**src/rtl/cdb_arbiter.sv**
```systemverilog
// Common Data Bus arbiter: fixed-priority grant of one reservation-station result per cycle into a
// registered CDB stage. Optional aging promotion is compiled in with `define CDB_ARBITER_AGING_EN.

package expipe_pkg;

    typedef struct packed {
        logic [5:0]  rob_idx;
        logic [31:0] res_value;
        logic        except_raised;
        logic [4:0]  except_code;
    } cdb_data_t;

endpackage

module cdb_arbiter #(
    parameter int NUM_REQ = 4,
    parameter int AGE_THR = 8
) (
    input  logic                                  clk_i,
    input  logic                                  rst_ni,
    input  logic                                  flush_i,
    input  logic [NUM_REQ-1:0]                    rs_valid_i,
    output logic [NUM_REQ-1:0]                    rs_ready_o,
    input  expipe_pkg::cdb_data_t [NUM_REQ-1:0]   rs_data_i,
    input  logic                                  rob_ready_i,
    output logic                                  cdb_valid_o,
    output expipe_pkg::cdb_data_t                 cdb_data_o
);

    localparam int IDX_W = (NUM_REQ > 1) ? $clog2(NUM_REQ) : 1;

    logic                   valid_q;
    logic                   valid_d;
    expipe_pkg::cdb_data_t  data_q;
    expipe_pkg::cdb_data_t  data_d;

    logic                   slot_free_s;
    logic                   grant_en_s;
    logic                   grant_any_s;
    logic                   win_any_s;
    logic [IDX_W-1:0]       win_idx_s;
    logic [NUM_REQ-1:0]     promo_s;

`ifdef CDB_ARBITER_AGING_EN
    localparam int AGE_W = $clog2(AGE_THR + 1);

    logic [NUM_REQ-1:0][AGE_W-1:0] age_q;
    logic [NUM_REQ-1:0][AGE_W-1:0] age_d;

    // Age counters: cleared on grant, idle or flush; otherwise saturate at the threshold.
    always_comb begin
        age_d   = age_q;
        promo_s = '0;
        for (int i = 0; i < NUM_REQ; i++) begin
            promo_s[i] = rs_valid_i[i] & (age_q[i] == AGE_W'(AGE_THR));
            if (flush_i || !rs_valid_i[i] || rs_ready_o[i]) begin
                age_d[i] = '0;
            end else if (age_q[i] != AGE_W'(AGE_THR)) begin
                age_d[i] = age_q[i] + AGE_W'(1);
            end else begin
                age_d[i] = age_q[i];
            end
        end
    end

    // Age counter state.
    always_ff @(posedge clk_i or negedge rst_ni) begin
        if (!rst_ni) begin
            age_q <= '0;
        end else begin
            age_q <= age_d;
        end
    end
`else
    // Pure fixed priority: nobody is ever promoted.
    always_comb begin
        promo_s = '0;
    end
`endif

    // Winner: promoted requesters first, then lowest valid index.
    always_comb begin
        win_idx_s = '0;
        win_any_s = 1'b0;
        for (int i = NUM_REQ - 1; i >= 0; i--) begin
            win_idx_s = rs_valid_i[i] ? IDX_W'(i) : win_idx_s;
            win_any_s = win_any_s | rs_valid_i[i];
        end
        for (int i = NUM_REQ - 1; i >= 0; i--) begin
            win_idx_s = promo_s[i] ? IDX_W'(i) : win_idx_s;
        end
    end

    // Grant generation; rob_ready_i reaches rs_ready_o combinationally through slot_free_s.
    always_comb begin
        slot_free_s            = !valid_q | rob_ready_i;
        grant_en_s             = slot_free_s & !flush_i;
        grant_any_s            = grant_en_s & win_any_s;
        rs_ready_o             = '0;
        rs_ready_o[win_idx_s]  = grant_any_s;
    end

    // Output stage next state: flush beats grant, grant beats drain; data survives drain/flush.
    always_comb begin
        valid_d = valid_q;
        data_d  = data_q;
        if (flush_i) begin
            valid_d = 1'b0;
        end else if (grant_any_s) begin
            valid_d = 1'b1;
            data_d  = rs_data_i[win_idx_s];
        end else if (rob_ready_i) begin
            valid_d = 1'b0;
        end else begin
            valid_d = valid_q;
        end
    end

    // Output stage register.
    always_ff @(posedge clk_i or negedge rst_ni) begin
        if (!rst_ni) begin
            valid_q <= 1'b0;
            data_q  <= '0;
        end else begin
            valid_q <= valid_d;
            data_q  <= data_d;
        end
    end

    assign cdb_valid_o = valid_q;
    assign cdb_data_o  = data_q;

endmodule

```
**config.mk**
```make
export PLATFORM = sky130hd
export DESIGN_NAME = cdb_arbiter
export DESIGN_NICKNAME = d
export VERILOG_FILES = /design/src/rtl/cdb_arbiter.sv
export SDC_FILE = /design/constraint.sdc
export NUM_CORES = 1
export LEC_CHECK = 0
export ABC_CLOCK_PERIOD_IN_PS = 1700
export CAP_MARGIN = 40
export CELL_PAD_IN_SITES_DETAIL_PLACEMENT = 0
export CELL_PAD_IN_SITES_GLOBAL_PLACEMENT = 2
export CORE_ASPECT_RATIO = 0.7
export CORE_MARGIN = 1.5
export CORE_UTILIZATION = 20
export CTS_CLUSTER_DIAMETER = 200
export DETAILED_ROUTE_END_ITERATION = 10
export PLACE_DENSITY = 0.85
export SYNTH_ARGS = -nofsm -noshare
export SYNTH_HDL_FRONTEND = slang
export SYNTH_SLANG_ARGS = --single-unit
```
**constraint.sdc**
```tcl
create_clock -name clk_i -period 1.7 [get_ports clk_i]
set_input_delay 0.34 -clock clk_i [delete_from_list [all_inputs] [get_ports clk_i]]
set_output_delay 0.34 -clock clk_i [all_outputs]
set_load 0.05 [all_outputs]
```
==> flow_metrics.tcl <==
set metrics [dict create \
    status "complete, but fails checks" \
    violations "setup timing" \
    dieArea_sq_mm 0.02102 \
    yosys_warnings 0 \
    grt_pass1_vias 4660 \
    crit_chain "nand2b_4 -> nor3b_4 -> and3b_2 -> buf_12" \
    r2r_slack_ns 0.40 \
    final-max-slew-violation-count 0 \
    ys_seq_area_frac 0.2795 \
    fin_crit_ns 1.701 \
    clk_pin_slew_ns 0.07 \
    grt_max_degree 113 \
    wl_mm 16.79 \
    grt_use_total 0.1583 \
    core-area_sq_mm 0.01980 \
    drc 0 \
    tightestPinTransition_ns 0.4742 \
    yosysTopAreaCell "dfrtp_1" \
    antenna_found_initial 0 \
    dp.final_hpwl_mm 11.77 \
    critPathLaunch "cdb_valid_o$_DFFE_PN0P_" \
    io_pins 233 \
    max_freq_ghz 0.5879 \
    start_util 0.2035 \
    worstPathMaxFanout 3 \
    die_w_microns 172.6 \
    finalHoldViolCount 0 \
    regToRegEndpoint "cdb_data_o[28]$_DFFE_PN0P_" \
    synthTopCellsByCount "88 x a31oi_1, 48 x clkbuf_1" \
    crit_slowest_cell "dfrtp_1" \
    rsz0062_at_grt "true" \
    syn_nets 700 \
    syn_to_final_growth_pct 68.23 \
    worstRegToRegCells 5 \
    gr-total-overflow 0 \
    cp.arrival_ns 1.36 \
    cts_buffers 5 \
    die_y_microns 121.7 \
    htreeDepth 2 \
    grt_pass1_wl_mm 26.66 \
    antenna_cells 0 \
    syn-instance-count 516 \
    postCtsSetupBuffers 0 \
    cp-end-kind "output port" \
    routabilityCongestion 0.7887 \
    clock_path_buffers 2 \
    drt_pre_antenna_iters 4 \
    powerDensity_mw_per_mm2 660.1 \
    cts_tree "built" \
    critical_path.max_stage_delay_ns 0.42 \
    synth_seq_cells 45 \
    cp-endpoint "rs_ready_o[2]" \
    timing.final.ws_setup_ns -0.0009431 \
    setup_viol 1 \
    fp-row-count 43 \
    multi_input_area_sq_mm 0.002479 \
    final_util 0.3423 \
    cts_root_buffer "clkbuf_16" \
    register_area_sq_mm 0.001126 \
    finalNonFillerCells 985 \
    critical_path_class "register to output port" \
    relSlewSlack 0.6839 \
    numPortBuffers 232 \
    crit_required_ns 1.36 \
    dp_slack_ns -0.2250 \
    maxCapViolCount 0 \
    synth.most_common_cell "a31oi_1" \
    synth_area_sq_mm 0.004029 \
    drtIter0Drc 192 \
    vias 4637 \
    dominantRegCellSynth "dfrtp_1" \
    synth_top_area_frac 0.2795 \
    ir_worst_vdd_mv 0.2870 \
    syn_avg_cell_area_sq_um 7.808 \
    nNetsFinal 898 \
    final_antenna_net_count 0 \
    async_flop_share 1.000 \
    final_layout_size_suffix_gt1_frac 0.1273 \
    clkLatencyLatePin_ns 0.28 \
    placed_cells 977 \
    yosysUniqueCellTypes 21 \
    synth-edff-count 0 \
    synthTopCellsByArea "dfrtp_1 28%, a31oi_1 14%, and3b_1 9.8%" \
    worstHoldPathType "primary input to asynchronous set/reset pin" \
    routed_via_density 4.708 \
    startpoint_type "register" \
    skew_ns 0.003834 \
    p_leak_nw 2.839 \
    wl_per_cell_microns 17.05 \
    setup_tns_ns -0.0009431 \
    post-route-period-util 1.001 \
    nFillCells 2152 \
    clock-sinks 45 \
    r2r-start "cdb_valid_o$_DFFE_PN0P_" \
]
[layout by cell type, fill, tap and decap left out]
master,netlist,layout
inv_1,45,45
nor3b_4,0,1
dlygate4sd2_1,0,2
buf_16,0,1
or4_4,1,1
a31oi_1,88,88
buf_12,0,13
nand3b_1,44,44
clkbuf_16,0,5
clkbuf_1,48,3
nand2b_4,0,1
clkdlybuf4s50_1,0,176
nor2b_1,44,44
buf_2,1,4
and3b_1,45,44
buf_4,0,57
buf_6,7,1
and3b_2,0,1
and2_2,0,1
a22o_1,44,44
o21ai_0,44,44
inv_2,1,1
a21oi_1,45,45
and3_4,1,3
dfrtp_1,45,45
nor2_4,0,1
[state kept, by name, indices dropped and copies added, names as in the netlist]
signal / flops
cdb_data_o: 44
cdb_valid_o: 1
[worst max-delay path, delay by kind of cell (launching register included)]
kind          cells  cell delay, ns
buf+inv           1            0.13
flops             1            0.42
simple gates      3            0.53
[what timing repair did]
action,in CTS,in global routing
endpoints found under the setup margin,4,4
pin swaps,2,2
resized for setup,6,2
gates cloned,0,0
hold buffers,0,0
[layout make-up]
| type | instances | area share |
|---|---|---|
| clock buffers | 8 | 0.02012 |
| inverters | 46 | 0.02548 |
| multi-input cells | 362 | 0.3657 |
| flip-flops and latches | 45 | 0.1661 |
| well taps | 270 | 0.04984 |
| repair buffers | 254 | 0.3727 |
[layer usage]
metal  share of wire  vias to the layer above  global-route usage
li1                -                     2302                   -
met5               0                        -                   0
met4          0.0064                        0             0.02357
met3           0.061                        4             0.03808
met2            0.44                      153              0.2548
met1            0.49                     2178              0.2189
[worst min-delay path by stage]
stage	slack, ns	endpoint	start
after global placement	0.32	cdb_data_o[11]$_DFFE_PN0P_	rst_ni
after floorplan	0.04	cdb_data_o[0]$_DFFE_PN0P_	rst_ni
after detailed placement	0.32	cdb_data_o[11]$_DFFE_PN0P_	rst_ni
final	0.005	cdb_data_o[11]$_DFFE_PN0P_	rst_ni
after global routing	0.02	cdb_data_o[11]$_DFFE_PN0P_	rst_ni
after CTS	0.01	cdb_data_o[11]$_DFFE_PN0P_	rst_ni
[stage by stage]
step | instance area, sq um | total power (W) | hold slack, ns
2_1_floorplan | 4043 | 0.002544 | 0.04441
4_1_cts | 6766 | 0.004556 | 0.01124
3_5_place_dp | 6613 | 0.003540 | 0.3231
6_report | 6778 | 0.004474 | 0.004935
5_1_grt | 6778 | 0.004741 | 0.01984
3_3_place_gp | 6613 | 0.003530 | 0.3239
[where the power goes]
| group | total [W] | switching (W) | leakage (nW) | internal [W] |
|---|---|---|---|---|
| Clock | 0.000964 | 0.000416 | 0.0652 | 0.000549 |
| Sequential | 0.00133 | 0.0000945 | 0.492 | 0.00124 |
| Combinational | 0.00218 | 0.00123 | 2.28 | 0.000950 |
| Total | 0.00447 | 0.00174 | 2.84 | 0.00274 |
[logic make-up after synthesis]
kind of cell	Yosys count	share of synthesized area
DFF	45	0.2795
buffers and inverters	109	0.1149
and+or+nand+nor	141	0.2627
AOI/OAI and AO/OA	221	0.3429
(Power assumes the default switching activity.)
